**src/rtl/seq_restoring_divider.sv**
```systemverilog
// Iterative unsigned restoring divider: one quotient bit per clock, start/busy/done handshake.
//   state | meaning
//   IDLE  | waiting for start; last results held
//   RUN   | shifting/subtracting, one quotient bit per edge
//   DONE  | one-cycle done pulse; a new start may be accepted here
module seq_restoring_divider #(
    parameter int bitsize = 8
) (
    input  logic               clk,
    input  logic               rst,
    input  logic               start,
    input  logic [bitsize-1:0] dividend,
    input  logic [bitsize-1:0] divisor,
    output logic               busy,
    output logic               done,
    output logic [bitsize-1:0] quotient,
    output logic [bitsize-1:0] remainder,
    output logic               div_by_zero
);

    localparam int CW = $clog2(bitsize + 1);

    typedef enum logic [1:0] {IDLE, RUN, DONE} state_t;

    state_t             state, state_nxt;
    logic [bitsize-1:0] q_reg, d_reg;
    // Partial remainder is always below the divisor, so its top bit is never stored.
    logic [bitsize-1:0] r_reg;
    logic [CW-1:0]      count;
    logic               accept, last;
    logic [bitsize:0]   shifted, trial;
    logic [bitsize-1:0] r_nxt, q_nxt;

    always_comb begin
        accept  = start && (state != RUN);
        last    = (count == CW'(1));
        shifted = {r_reg, q_reg[bitsize-1]};
        trial   = shifted - {1'b0, d_reg};
        if (!trial[bitsize]) begin
            r_nxt = trial[bitsize-1:0];
            q_nxt = {q_reg[bitsize-2:0], 1'b1};
        end else begin
            r_nxt = shifted[bitsize-1:0];
            q_nxt = {q_reg[bitsize-2:0], 1'b0};
        end
    end

    always_ff @(posedge clk or posedge rst) begin
        if (rst) state <= IDLE;
        else     state <= state_nxt;
    end

    always_comb begin
        state_nxt = state;
        busy      = 1'b0;
        done      = 1'b0;
        case (state)
            IDLE: begin
                if (accept) state_nxt = (divisor == '0) ? DONE : RUN;
            end
            RUN: begin
                busy = 1'b1;
                if (last) state_nxt = DONE;
            end
            DONE: begin
                done = 1'b1;
                if (accept) state_nxt = (divisor == '0) ? DONE : RUN;
                else        state_nxt = IDLE;
            end
            default: state_nxt = IDLE;
        endcase
    end

    always_ff @(posedge clk or posedge rst) begin
        if (rst) begin
            q_reg       <= '0;
            d_reg       <= '0;
            r_reg       <= '0;
            count       <= '0;
            quotient    <= '0;
            remainder   <= '0;
            div_by_zero <= 1'b0;
        end else if (accept) begin
            q_reg <= dividend;
            d_reg <= divisor;
            r_reg <= '0;
            count <= CW'(bitsize);
            // Zero divisor skips iteration and publishes the saturated result directly.
            if (divisor == '0) begin
                quotient    <= '1;
                remainder   <= dividend;
                div_by_zero <= 1'b1;
            end
        end else if (state == RUN) begin
            q_reg <= q_nxt;
            r_reg <= r_nxt;
            count <= count - CW'(1);
            if (last) begin
                quotient    <= q_nxt;
                remainder   <= r_nxt;
                div_by_zero <= 1'b0;
            end
        end
    end

endmodule

```
**config.mk**
```make
export PLATFORM = sky130hd
export DESIGN_NAME = seq_restoring_divider
export DESIGN_NICKNAME = d
export VERILOG_FILES = /design/src/rtl/seq_restoring_divider.sv
export SDC_FILE = /design/constraint.sdc
export NUM_CORES = 1
export LEC_CHECK = 0
export ABC_AREA = 0
export BUFFER_PORTS_ARGS = -buffer_cell sky130_fd_sc_hd__buf_2
export CAP_MARGIN = 20
export CORE_MARGIN = 1.5
export CORE_UTILIZATION = 39
export DETAILED_ROUTE_END_ITERATION = 12
export GPL_TIMING_DRIVEN = 0
export PLACE_DENSITY = 0.57
export SYNTH_ARGS = -nofsm -noshare
export SYNTH_HDL_FRONTEND = slang
export SYNTH_SLANG_ARGS = --single-unit
```
**constraint.sdc**
```tcl
create_clock -name clk -period 2.4 [get_ports clk]
set_input_delay 0.48 -clock clk [delete_from_list [all_inputs] [get_ports clk]]
set_output_delay 0.48 -clock clk [all_outputs]
set_load 0.02 [all_outputs]
```
# Yosys cells after proc, flatten, opt, wreduce, memory -nomap -nowiden
# Cells that the tools add are included.
# op_classes
n_addsub	2
multipliers	0
div	0
n_lt_le_gt_ge	0
eq_ne	7
n_shift	0
n_mux	27
bitwise_logic	0
reduce_logical	7
# op_table
op	n
$mux W8	13
$sub A9 B8 Y9	1
$logic_not A8 Y1	1
$mux W2	4
$mux W4	2
$mux W1	7
$pmux W2 S3	1
$eq A4 B1 Y1 const B	1
$ne A2 B1 Y1 const B	2
$ne A2 B2 Y1 const B	2
$reduce_bool A2 Y1	2
$sub A4 B1 Y4 const B	1
$reduce_and A3 Y1	1
$eq A2 B1 Y1 const B	1
$eq A2 B2 Y1 const B	1
$logic_not A2 Y1	1
$reduce_and A2 Y1	1
$logic_and A1 B1 Y1	1
# totals
reg_bits	47
latchBits	0
mem_bits_rw	0
mem_bits_ro	0
inputBits	19
output_inout_bits	19
word_cells	51
mem_count	0

# Depth between registers and ports, before layout
# Gate-level depths: netlist (run 1).
# depth
ltp_word	5
mapped_depth	11
mapped_depth_nobuf	10

# Worst setup path before layout (run 1)
# OpenSTA, ideal clock, no wires.
# synth_path
path_type	reg2reg
from	register q_reg[7]
to	register remainder[1]
setup_time_ps	144
arrival_ps	2216
required_time_ps	2256
path_slack_ps	41
stages_incl_launch_ff	12
path_buffers	1
synth_period_minus_slack_ps	2359
cell_sequence	dfrtp_1 -> inv_1 -> ha_1 -> inv_1 -> fa_1 -> a211oi_2 -> nor3_2 -> mux2i_1 -> nor2_4 -> buf_6 -> mux2i_1 -> o221ai_1
# synth_between
elab_chain_len	5
# synth_lines
element	line	source
start: declaration	26	logic [bitsize-1:0] q_reg, d_reg;
start signal: assignment	84	q_reg <= dividend;
start signal: assignment	95	q_reg <= q_nxt;
$sub A9 B8 Y9	38	trial = shifted - {1'b0, d_reg};
$mux W8	39	if (!trial[bitsize]) begin
$mux W8	98	if (last) begin
$mux W8	94	end else if (state == RUN) begin
$mux W8	83	end else if (accept) begin
end signal: assignment	91	remainder <= dividend;
end signal: assignment	100	remainder <= r_nxt;
end: declaration	17	output logic [bitsize-1:0] remainder,
# Every way passes these cells. The select of a mux whose other input is x is not followed.
# A chain may end at the register's enable or synchronous reset.

# Worst setup path after layout (run 1)
# layout_path
from	register q_reg[7]
to	register remainder[0]
# layout_between
elab_chain_len	5
# layout_lines
element	line
$sub A9 B8 Y9	38
$mux W8 *	39
$mux W8 *	98
$mux W8 *	94
$mux W8 *	83
# Mark *: on every way between the ends. The rest lies on a longest branch, timed or not. The select of a mux whose other input is x is not followed.

==> qor.log, run 1 <==
INFO  power          p_leak=1.44nW
INFO  finish         antenna_cells=0
INFO  grt            gr-total-overflow=0
INFO  floorplan      fp.dieArea=7040µm²
INFO  grt            grtUsageMet3=3.86%
INFO  synthesis      netlist_instances=271
INFO  finish         ff_latch_area=1180µm²
INFO  placed_design  post-place-ws=-0.307ns
INFO  detailed_routing postRouteAntennaNets=0
INFO  outcome        status=completed
INFO  clock_network  cts_root_buffer=clkbuf_8
INFO  synthesis      ys_types=46
INFO  grt            maximum_number_of_pins_on_one_net_before_global_route_repair=32
INFO  critical_path  crit_buf_inv=3
INFO  critical_path  cp_common_cell=inv_2
INFO  floorplan      floorplan_die_height=83.9µm
INFO  critical_path  cpLargestDelayFamily=adder cells
INFO  finish         layout.filler_cells=610
INFO  clock_network  clock_path_buffers=2
INFO  critical_path  path_class=flop to flop
INFO  critical_path  regToRegEndpoint=remainder[0]$_DFFE_PP0P_
INFO  critical_path  cp-start-kind=flop
INFO  detailed_routing first_pass_iters=4
INFO  placed_design  gp_congestion=0.768
INFO  floorplan      core=6350µm²
INFO  grt            vias_in_the_first_global_route=1,958
INFO  placed_design  numPortBuffers=37
INFO  synthesis      syn_area_per_cell=9.42µm²
INFO  sta            grt_setup_unrepaired=true
INFO  finish         layout.core_utilization=49.7%
INFO  floorplan      initial_core_util=40.2%
INFO  sta            post-route-min-period=2.39ns
INFO  sta            setup_viol_count_final=0
INFO  synthesis      synth.cell_area=2550µm²
INFO  critical_path  crit_path_max_incr_delay=0.40ns
INFO  detailed_routing wirelength=6090µm
INFO  finish         post_route_cells_drive_above_1_share=25.2%
INFO  detailed_routing drc=0
INFO  flow_run       cap_violations=0
INFO  synthesis      synth_flop_cell=dfrtp_1
INFO  synthesis      synth_warnings=0
INFO  synthesis      synth-seq-cells=47
INFO  critical_path  r2r.worst_path.cells=11
INFO  critical_path  critical_path.cell_chain=inv_2 -> ha_4 -> inv_2 -> fa_2 -> a211oi_4 -> nor3_2 -> mux2i_2 -> nor2_4 -> buf_6 -> mux2_4 -> o221ai_2
INFO  sta            max_slew_violations=0
INFO  critical_path  crit_fanout=4
INFO  finish         area_delta_synth_final=23.6%
INFO  min_path       timing.hold.worst.class=input port to async pin
INFO  critical_path  crit_path_top_delay_cell=dfrtp_1
INFO  sta            fin_hold_ws=0.142ns
INFO  critical_path  r2r_setup_slack=0.006ns
INFO  clock_network  cts_buffers=5
INFO  critical_path  worst_setup_path_end_kind=flop
INFO  detailed_routing initialDrtViolationCount=80
INFO  critical_path  timing.critical_path.required=2.63ns
INFO  sta            slew_headroom=56.9%
INFO  placed_design  dp_hpwl=4390µm
INFO  critical_path  crit_arrival=2.62ns
INFO  grt            gr-max-usage-layer=met2
INFO  clock_network  htree_num_levels=2
INFO  sta            worst_slack=0.00634ns
INFO  clock_network  numClockSinks=47
INFO  floorplan      chipWidth=83.9µm
INFO  synthesis      synth-seq-area-share=46.1%
INFO  critical_path  crit_end=remainder[0]$_DFFE_PP0P_
INFO  synthesis      netlist.top_cell.by_area=dfrtp_1
INFO  detailed_routing vias_per_cell=5.18
INFO  power          peakVddDrop=0.748mV
INFO  synthesis      synth.area.top_cells=dfrtp_1 46%, o21ai_0 7.1%, nand2_1 7.1%, mux2i_1 5.9%, ha_1 4.9%
INFO  clock_network  cts.clk_slew.worst_paths=0.10ns
INFO  critical_path  critical_path_depth_in_cells=11
INFO  finish         multi_input_comb_area=1330µm²
INFO  floorplan      rows=29
INFO  critical_path  cp-startpoint=q_reg[7]$_DFFE_PP0P_
INFO  finish         finalNetCount=359
INFO  sta            fin_crit_sh=99.7%
INFO  synthesis      synth_top_area_share=46.1%
INFO  grt            globalRouteMet1Util=25.4%
INFO  grt            grt_first_pass_wirelength=9780µm
INFO  grt            grt_util_all_layers=17.4%
INFO  clock_network  hold_buffers=0
INFO  detailed_routing vias=2,109
INFO  critical_path  crit-reg2reg-launch=q_reg[7]$_DFFE_PP0P_
INFO  sta            hold_violations=0
INFO  sta            fin_worst_skew=0.00635ns
INFO  sta            max_slew.worst_pin.slew=0.640ns
INFO  clock_network  cts_tree=yes
INFO  detailed_routing routed_wire_length_per_instance=15.0µm
INFO  power          report.power.total=5.48mW
INFO  grt            use_met2=26.8%
INFO  synthesis      number_of_enable_flip_flop_cells_after_synthesis=0
INFO  sta            max_clock_freq=418MHz
INFO  floorplan      num_io_pins=38
INFO  synthesis      ys_async_sr_fraction=100%
INFO  power          power.density_cell_area=1740nW/µm²
INFO  synthesis      syn_nets=301
INFO  clock_network  worstSkewPairLatency=0.31ns
INFO  grt            antenna_violations_before_repair=0
==> cells in the mapped netlist (2+ instances only) <==
cell      count
nand2b_1      4
o311ai_0      2
nor2b_1       5
nor3b_1       2
xnor2_1       3
or3_1         2
a21oi_1       8
clkbuf_1     11
ha_1         10
nor4_1        3
nand2_1      48
nand3b_1      8
o21bai_1      2
nor3_1        4
o21ai_1       4
a311o_1       2
o21ai_0      36
o221ai_1      5
mux2i_1      15
nor2_1        8
nand3_1       3
o21a_1        2
a211o_1       2
dfrtp_1      47
inv_1        14
==> layout make-up <==
type	count	share of cell area [%]
plain buffers	14	2.14
clock buffers	5	2.18
clock inverters	3	1.39
multi-input cells	196	42.1
repair buffers	51	10.2
flip-flops and latches	47	37.3
well taps	77	3.05
inverters	14	1.67
==> cell families (layout without fill, tap and decap cells) <==
kind of cell | Yosys count | in the layout | synth area share [%]
xor+xnor | 4 | 4 | 1.37
compound gates | 71 | 71 | 17.5
simple gates | 93 | 93 | 18.0
fa+ha+maj | 11 | 11 | 5.69
mux | 17 | 17 | 6.91
buf+inv | 28 | 87 | 4.46
flops | 47 | 47 | 46.1
==> per-layer routing <==
layer,vias to the layer above,wire [µm]
li1,1073,-
met1,982,2990
met2,49,2780
met3,5,267
met4,0,52
met5,-,0
==> worst min-delay path by stage <==
stage	from	end	slack [ns]
2_1_floorplan	count[3]$_DFFE_PP0P_	count[3]$_DFFE_PP0P_	0.45
3_3_place_gp	count[3]$_DFFE_PP0P_	count[3]$_DFFE_PP0P_	0.47
3_5_place_dp	count[3]$_DFFE_PP0P_	count[3]$_DFFE_PP0P_	0.47
4_1_cts	rst	count[2]$_DFFE_PP0P_	0.16
5_1_grt	rst	count[2]$_DFFE_PP0P_	0.17
6_report	rst	count[2]$_DFFE_PP0P_	0.14
==> stage by stage <==
stage          cells  setup TNS, ns  cell area (µm²)
6_report         407              0             3160
5_1_grt          407          -1.24             3160
4_1_cts          404         -0.663             3100
3_5_place_dp     386          -2.58             2850
3_3_place_gp     385          -2.68             2830
2_1_floorplan    271              0             2550
==> worst reg2reg max path, stage by stage (launching register included) <==
cell and delay, ns:
dfrtp_1 0.40, inv_2 0.08, ha_4 0.13, inv_2 0.04, fa_2 0.37, a211oi_4 0.25, nor3_2 0.09, mux2i_2 0.18
nor2_4 0.19, buf_6 0.15, mux2_4 0.31, o221ai_2 0.15
==> cell usage in the layout (no fill, tap or decap), types with 3 or more instances in the layout <==
cell type  instances
buf_2             38
xnor2_1            3
nand2b_1           4
nand3_1            3
inv_2              3
mux2i_1           11
clkbuf_1           9
clkbuf_8           5
dfrtp_1           47
nand3b_1           8
o221ai_1           5
buf_4             10
ha_1               9
nand2_1           48
nor3_1             3
mux2i_2            3
o21ai_0           33
o21ai_1            6
nor2b_1            5
a21oi_1            7
inv_1             11
nor2_1             8
nor4_1             3
==> power breakdown <==
part / switching (mW) / total, mW / internal [mW] / leakage, nW
logic: 1.81 / 3.47 / 1.66 / 0.817
registers: 0.240 / 1.41 / 1.17 / 0.569
clock network: 0.287 / 0.597 / 0.311 / 0.0581
==> timing repair <==
item                                    in CTS  in global routing
endpoints found under the setup margin      19                 19
pin swaps                                    7                  8
buffers inserted                            10                  3
resized for setup                           18                  8
Note: power is estimated with default switching activity, not from simulation.
==> run 2, diff against run 1 <==
--- a/config.mk
+++ b/config.mk
@@ -13,6 +13,7 @@
 export DETAILED_ROUTE_END_ITERATION = 12
 export GPL_TIMING_DRIVEN = 0
 export PLACE_DENSITY = 0.57
+export REMOVE_ABC_BUFFERS = 1
 export SYNTH_ARGS = -nofsm -noshare
 export SYNTH_HDL_FRONTEND = slang
 export SYNTH_SLANG_ARGS = --single-unit
==> qor.log, run 2 (same netlist as run 1, synthesis figures left out) <==
INFO  finish         antenna_cells=0 [unchanged]
INFO  sta            fin_crit_sh=100% [+0.34 points]
INFO  critical_path  crit_fanout=8 [+4]
INFO  sta            slew_headroom=52.6% [-4.3 points]
INFO  critical_path  path_class=flop to flop
INFO  power          power.combinational.fraction=62.7% [-0.7 points]
INFO  clock_network  cts_buffers=5 [unchanged]
INFO  critical_path  crit_path_max_incr_delay=0.39ns [about the same]
INFO  sta            worst_slack=-0.00172ns [-0.00805 ns]
INFO  finish         post_layout_nonfiller_instances=392 [-3.7%]
INFO  floorplan      core=6350µm² [unchanged]
INFO  critical_path  crit_arrival=2.59ns [-0.03 ns]
INFO  clock_network  worstSkewPairLatency=0.30ns [about the same]
INFO  critical_path  cp_common_cell=inv_2
INFO  sta            max_slew.worst_pin.slew=0.704ns [+0.0637 ns]
INFO  outcome        violations_in_the_final_reports=setup timing
INFO  detailed_routing initialDrtViolationCount=106 [+33%]
INFO  floorplan      initial_core_util=40.2% [unchanged]
INFO  grt            grt_first_pass_wirelength=10,100µm [+3.3%]
INFO  power          seqPwrFrac=26.4% [+0.7 points]
INFO  power          switching_power=2.29mW [-2.2%]
INFO  sta            fin_worst_skew=0.00628ns [-0.0000666 ns]
INFO  critical_path  cp-start-kind=flop
INFO  finish         finalNetCount=345 [-3.9%]
INFO  grt            maximum_number_of_pins_on_one_net_before_global_route_repair=36 [+13%]
INFO  finish         multi_input_comb_area=1340µm² [+1.0%]
INFO  grt            vias_in_the_first_global_route=2,065 [+5.5%]
INFO  clock_network  cts_root_buffer=clkbuf_8
INFO  detailed_routing vias_per_cell=5.35 [+3.2%]
INFO  critical_path  crit_path_top_delay_cell=dfrtp_1
INFO  critical_path  worst_setup_path_end_kind=flop
INFO  finish         area_delta_synth_final=21.3%
INFO  placed_design  gp_congestion=0.735 [-4.4%]
INFO  clock_network  hold_buffers=0 [unchanged]
INFO  floorplan      fp.dieArea=7040µm² [unchanged]
INFO  sta            post-route-min-period=2.40ns [+0.00805 ns]
INFO  clock_network  clock_path_buffers=2 [unchanged]
INFO  clock_network  cts_tree=yes
INFO  outcome        status=finished with violations
INFO  grt            gr-total-overflow=0 [unchanged]
INFO  placed_design  dp_hpwl=3930µm [-10%]
INFO  floorplan      floorplan_die_height=83.9µm [unchanged]
INFO  floorplan      num_io_pins=38 [unchanged]
INFO  grt            grt_util_all_layers=17.8% [+0.35 points]
INFO  detailed_routing wirelength=6040µm [-0.85%]
INFO  sta            grt_setup_unrepaired=true
INFO  finish         layout.filler_cells=609 [-0.16%]
INFO  detailed_routing drc=0 [unchanged]
INFO  power          power.clock.fraction=11.0% [about the same]
INFO  grt            antenna_violations_before_repair=0 [unchanged]
INFO  min_path       timing.hold.worst.class=input port to async pin
INFO  sta            final.setup.tns=-0.00172ns [-0.00172 ns]
INFO  power          power.density_cell_area=1730nW/µm² [-0.54%]
INFO  floorplan      rows=29 [unchanged]
INFO  critical_path  cpLargestDelayFamily=compound AO/OA/AOI/OAI gates
INFO  power          peakVddDrop=0.641mV [-14%]
INFO  critical_path  timing.critical_path.required=2.59ns [-0.04 ns]
INFO  detailed_routing postRouteAntennaNets=0 [unchanged]
INFO  power          sw_share=42.8% [+0.068 points]
INFO  detailed_routing routed_wire_length_per_instance=15.4µm [+2.9%]
INFO  critical_path  critical_path.cell_chain=inv_2 -> ha_4 -> inv_2 -> fa_2 -> a211oi_4 -> nor3_2 -> mux2i_2 -> nor2_4 -> buf_12 -> buf_4 -> a311o_1
INFO  clock_network  htree_num_levels=2 [unchanged]
INFO  flow_run       cap_violations=0 [unchanged]
INFO  sta            setup_viol_count_final=1 [+1]
INFO  detailed_routing first_pass_iters=4 [unchanged]
INFO  power          p_leak=1.40nW [-3.2%]
INFO  finish         final_cell_mix=47 x nand2_1, 47 x dfrtp_1, 37 x buf_2
INFO  floorplan      chipWidth=83.9µm [unchanged]
INFO  placed_design  numPortBuffers=37 [unchanged]
INFO  finish         post_route_cells_drive_above_1_share=25.1% [-0.072 points]
INFO  power          internal_power=3.06mW [-2.5%]
INFO  placed_design  place.detailed.instances=372 [-3.6%]
INFO  clock_network  cts.clk_slew.worst_paths=0.09ns [about the same]
INFO  sta            hold_violations=0 [unchanged]
INFO  sta            max_clock_freq=416MHz [-0.34%]
INFO  critical_path  crit_buf_inv=4 [+1]
INFO  sta            max_slew_violations=0 [unchanged]
INFO  finish         ff_latch_area=1180µm² [unchanged]
INFO  clock_network  numClockSinks=47 [unchanged]
INFO  detailed_routing vias=2,096 [-0.62%]
[run 2: changes by cell type in the layout (fill, tap and decap cells not counted), sizes merged]
cell / previous run / this run
clkinvlp: 0 / 3
inv: 14 / 13
clkbuf: 16 / 5
clkinv: 2 / 0
buf: 54 / 50
[run 2: final cells by class]
type | count | share of cell area [%]
Multi-Input combinational cell | 196 | 43.3
Sequential cell | 47 | 38.0
Timing Repair Buffer | 50 | 10.2
Tap cell | 77 | 3.11
Clock buffer | 5 | 2.22
Inverter | 14 | 1.82
Clock inverter | 2 | 1.21
Timing Repair inverter | 1 | 0.162
[run 2: worst paths after layout]
kind,start,end,slack [ns],depth (start not counted)
hold reg to reg,count[3]$_DFFE_PP0P_,count[3]$_DFFE_PP0P_,0.49,1
setup reg to reg,q_reg[7]$_DFFE_PP0P_,remainder[5]$_DFFE_PP0P_,-0.002,11
setup / recovery,q_reg[7]$_DFFE_PP0P_,remainder[5]$_DFFE_PP0P_,-0.002,11
min in group clk,divisor[6],d_reg[6]$_DFFE_PP0N_,0.40,3
hold / removal,rst,count[1]$_DFFE_PP0P_,0.12,2
max in group asynchronous,rst,r_reg[3]$_DFFE_PP0P_,1.79,3
[run 2: metrics by stage]
| step | power [mW] | hold slack, ns | utilization [%] | cell area, µm² | setup slack [ns] |
|---|---|---|---|---|---|
| after floorplan | 3.38 | 0.446 | - | 2490 | -0.0122 |
| after global placement | 3.97 | 0.469 | 43.7 | 2770 | -0.913 |
| after detailed placement | 4.02 | 0.459 | 44.0 | 2800 | -0.559 |
| after CTS | 5.07 | 0.131 | 47.7 | 3030 | -0.0297 |
| after global routing | 5.77 | 0.136 | 48.8 | 3100 | -0.0878 |
| final | 5.35 | 0.124 | 48.8 | 3100 | -0.00172 |
[run 2: routing by layer]
layer,global-route usage (%),wire length (µm),part of all wire (%),vias up
li1,-,-,-,1042
met4,4.02,59,0.98,0
met5,0,0,0,-
met1,25.0,3040,50,1018
met2,28.5,2750,46,32
met3,3.46,184,3.0,4
[run 2: power groups by stage]
stage / Combinational, mW / Sequential (mW) / Clock (mW)
after detailed placement: 2.61 / 1.41 / 0
final: 3.35 / 1.41 / 0.586
after floorplan: 1.86 / 1.52 / 0
after global routing: 3.69 / 1.45 / 0.630
after global placement: 2.55 / 1.41 / 0
after CTS: 3.06 / 1.40 / 0.599
[run 2: worst reg2reg max path, stage by stage (launching register included)]
cell and delay, ns:
dfrtp_1 0.39, inv_2 0.08, ha_4 0.13, inv_2 0.03, fa_2 0.37, a211oi_4 0.25, nor3_2 0.08, mux2i_2 0.28
nor2_4 0.09, buf_12 0.15, buf_4 0.15, a311o_1 0.29
[run 2: what timing repair did]
item / in CTS / in global routing
gates resized for setup: 14 / 9
pin swaps: 7 / 5
buffers inserted: 9 / 4
hold endpoints to repair: 0 / 0
setup endpoints to repair: 28 / 18
gates cloned: 0 / 1
==> run 3, diff against run 2 <==
--- a/config.mk
+++ b/config.mk
@@ -14,6 +14,7 @@
 export GPL_TIMING_DRIVEN = 0
 export PLACE_DENSITY = 0.57
 export REMOVE_ABC_BUFFERS = 1
+export SKIP_LAST_GASP = 1
 export SYNTH_ARGS = -nofsm -noshare
 export SYNTH_HDL_FRONTEND = slang
 export SYNTH_SLANG_ARGS = --single-unit
==> qor.log, run 3 (same netlist as run 1, synthesis figures left out) <==
INFO  floorplan      core=6350µm² [unchanged]
INFO  clock_network  worstSkewPairLatency=0.30ns [about the same]
INFO  sta            worst_slack=-0.00292ns [-0.00121 ns]
INFO  clock_network  htree_num_levels=2 [unchanged]
INFO  floorplan      num_io_pins=38 [unchanged]
INFO  power          peakVddDrop=0.649mV [+1.2%]
INFO  sta            max_slew.worst_pin.slew=0.705ns [+0.00107 ns]
INFO  critical_path  cp-startpoint=q_reg[7]$_DFFE_PP0P_
INFO  sta            hold_violations=0 [unchanged]
INFO  detailed_routing postRouteAntennaNets=0 [unchanged]
INFO  placed_design  placed_cell_area=2800µm² [unchanged]
INFO  critical_path  crit-reg2reg-launch=q_reg[7]$_DFFE_PP0P_
INFO  placed_design  numPortBuffers=37 [unchanged]
INFO  detailed_routing first_pass_iters=4 [unchanged]
INFO  finish         layout.core_utilization=48.6% [-0.20 points]
INFO  detailed_routing initialDrtViolationCount=93 [-12%]
INFO  sta            max_slew_violations=0 [unchanged]
INFO  sta            setup_viol_count_final=1 [unchanged]
INFO  grt            maximum_number_of_pins_on_one_net_before_global_route_repair=36 [unchanged]
INFO  sta            fin_crit_sh=100% [about the same]
INFO  floorplan      floorplan_die_height=83.9µm [unchanged]
INFO  clock_network  cts_tree=yes
INFO  grt            grt_first_pass_wirelength=10,100µm [unchanged]
INFO  critical_path  cp-start-kind=flop
INFO  floorplan      chipWidth=83.9µm [unchanged]
INFO  clock_network  clock_path_buffers=2 [unchanged]
INFO  grt            vias_in_the_first_global_route=2,065 [unchanged]
INFO  critical_path  r2r.worst_path.cells=11 [unchanged]
INFO  floorplan      fp.dieArea=7040µm² [unchanged]
INFO  sta            max_clock_freq=416MHz [about the same]
INFO  outcome        status=finished with violations
INFO  sta            post-route-min-period=2.40ns [+0.00121 ns]
INFO  critical_path  crit_fanout=8 [unchanged]
INFO  clock_network  numClockSinks=47 [unchanged]
INFO  clock_network  cts_root_buffer=clkbuf_8
INFO  sta            grt_setup_unrepaired=true
INFO  finish         stdcell_area=3080µm² [-0.40%]
INFO  clock_network  hold_buffers=0 [unchanged]
INFO  placed_design  gp_congestion=0.735 [unchanged]
INFO  sta            slew_headroom=52.6% [-0.072 points]
INFO  finish         post_route_cells_drive_above_1_share=25.1% [unchanged]
INFO  power          power.density_cell_area=1720nW/µm² [-0.58%]
INFO  grt            antenna_violations_before_repair=0 [unchanged]
INFO  critical_path  path_class=flop to flop
INFO  critical_path  worst_setup_path_end_kind=flop
INFO  finish         final_cell_mix=47 x nand2_1, 47 x dfrtp_1, 37 x buf_2
INFO  detailed_routing vias_per_cell=5.35 [about the same]
INFO  grt            gr-total-overflow=0 [unchanged]
INFO  flow_run       cap_violations=0 [unchanged]
INFO  finish         area_delta_synth_final=20.8%
INFO  clock_network  cts_buffers=5 [unchanged]
INFO  min_path       timing.hold.worst.class=input port to async pin
INFO  detailed_routing drc=0 [unchanged]
INFO  detailed_routing vias=2,098 [+0.095%]
INFO  finish         antenna_cells=0 [unchanged]
INFO  floorplan      initial_core_util=40.2% [unchanged]
INFO  placed_design  post-place-ws=-0.559ns [unchanged]
INFO  placed_design  dp_hpwl=3930µm [unchanged]
INFO  power          report.power.total=5.29mW [-0.98%]
INFO  detailed_routing wirelength=6020µm [-0.28%]
INFO  critical_path  crit_arrival=2.59ns [about the same]
INFO  floorplan      rows=29 [unchanged]
INFO  detailed_routing routed_wire_length_per_instance=15.4µm [-0.28%]
INFO  grt            grt_util_all_layers=17.8% [unchanged]
INFO  finish         finalNetCount=345 [unchanged]
INFO  outcome        violations_in_the_final_reports=setup timing
INFO  sta            fin_hold_ws=0.123ns [-0.00144 ns]
INFO  clock_network  cts.clk_slew.worst_paths=0.09ns [about the same]
INFO  power          p_leak=1.39nW [-0.45%]
INFO  sta            fin_worst_skew=0.00758ns [+0.00130 ns]
INFO  critical_path  timing.critical_path.required=2.59ns [about the same]
## run 3: cell counts in the layout (fill, tap and decap cells not counted)
No cell type changed its count.
## run 3: path summary, 6_finish.rpt
| kind | to | slack [ns] |
|---|---|---|
| max | remainder[5]$_DFFE_PP0P_ | -0.003 |
| min | count[1]$_DFFE_PP0P_ | 0.12 |
| max reg2reg | remainder[5]$_DFFE_PP0P_ | -0.003 |
| min reg2reg | count[3]$_DFFE_PP0P_ | 0.49 |
| max in group asynchronous | r_reg[3]$_DFFE_PP0P_ | 1.78 |
| min in group clk | d_reg[6]$_DFFE_PP0N_ | 0.40 |
## run 3: area by class of cell
cell class | instances | area [µm²]
Clock buffer | 5 | 68.8
Clock inverter | 2 | 37.5
Fill cell | 613 | 3270
Inverter | 14 | 56.3
Multi-Input combinational cell | 196 | 1330
Sequential cell | 47 | 1180
Tap cell | 77 | 96.3
Timing Repair Buffer | 50 | 312
Timing Repair inverter | 1 | 5.00
## run 3: what timing repair did
| action | 4_1_cts | 5_1_grt |
|---|---|---|
| resized for setup | 14 | 7 |
| hold endpoints to repair | 0 | 0 |
| buffers inserted | 9 | 4 |
| gates cloned | 0 | 1 |
| setup endpoints to repair | 28 | 18 |
| pin swaps | 7 | 5 |
## run 3: per-stage QoR
step | instances | setup TNS (ns)
2_1_floorplan | 257 | -0.0122
3_3_place_gp | 371 | -12.15
3_5_place_dp | 372 | -7.57
4_1_cts | 388 | -0.0576
5_1_grt | 392 | -0.715
6_report | 392 | -0.00292
## run 3: power breakdown
part           leakage (nW)  internal [mW]  total, mW  switching [mW]
Combinational         0.773           1.55       3.30            1.75
Sequential            0.569           1.17       1.41           0.240
Clock                0.0502          0.305      0.585           0.280
Total                  1.39           3.02       5.29            2.27
## run 3: per-layer routing
| layer | vias up | routed length, µm | GRT usage [%] |
|---|---|---|---|
| li1 | 1041 | - | - |
| met1 | 1010 | 3000 | 25.0 |
| met2 | 43 | 2730 | 28.5 |
| met3 | 4 | 232 | 3.46 |
| met4 | 0 | 59 | 4.02 |
| met5 | - | 0 | 0 |
## run 3: critical path, stage by stage, from the launching register on
cell and delay [ns]:
dfrtp_1 0.39, inv_2 0.07, ha_4 0.13, inv_2 0.03, fa_2 0.37, a211oi_4 0.25, nor3_2 0.08, mux2i_2 0.28
nor2_4 0.09, buf_12 0.16, buf_4 0.14, a311o_1 0.29
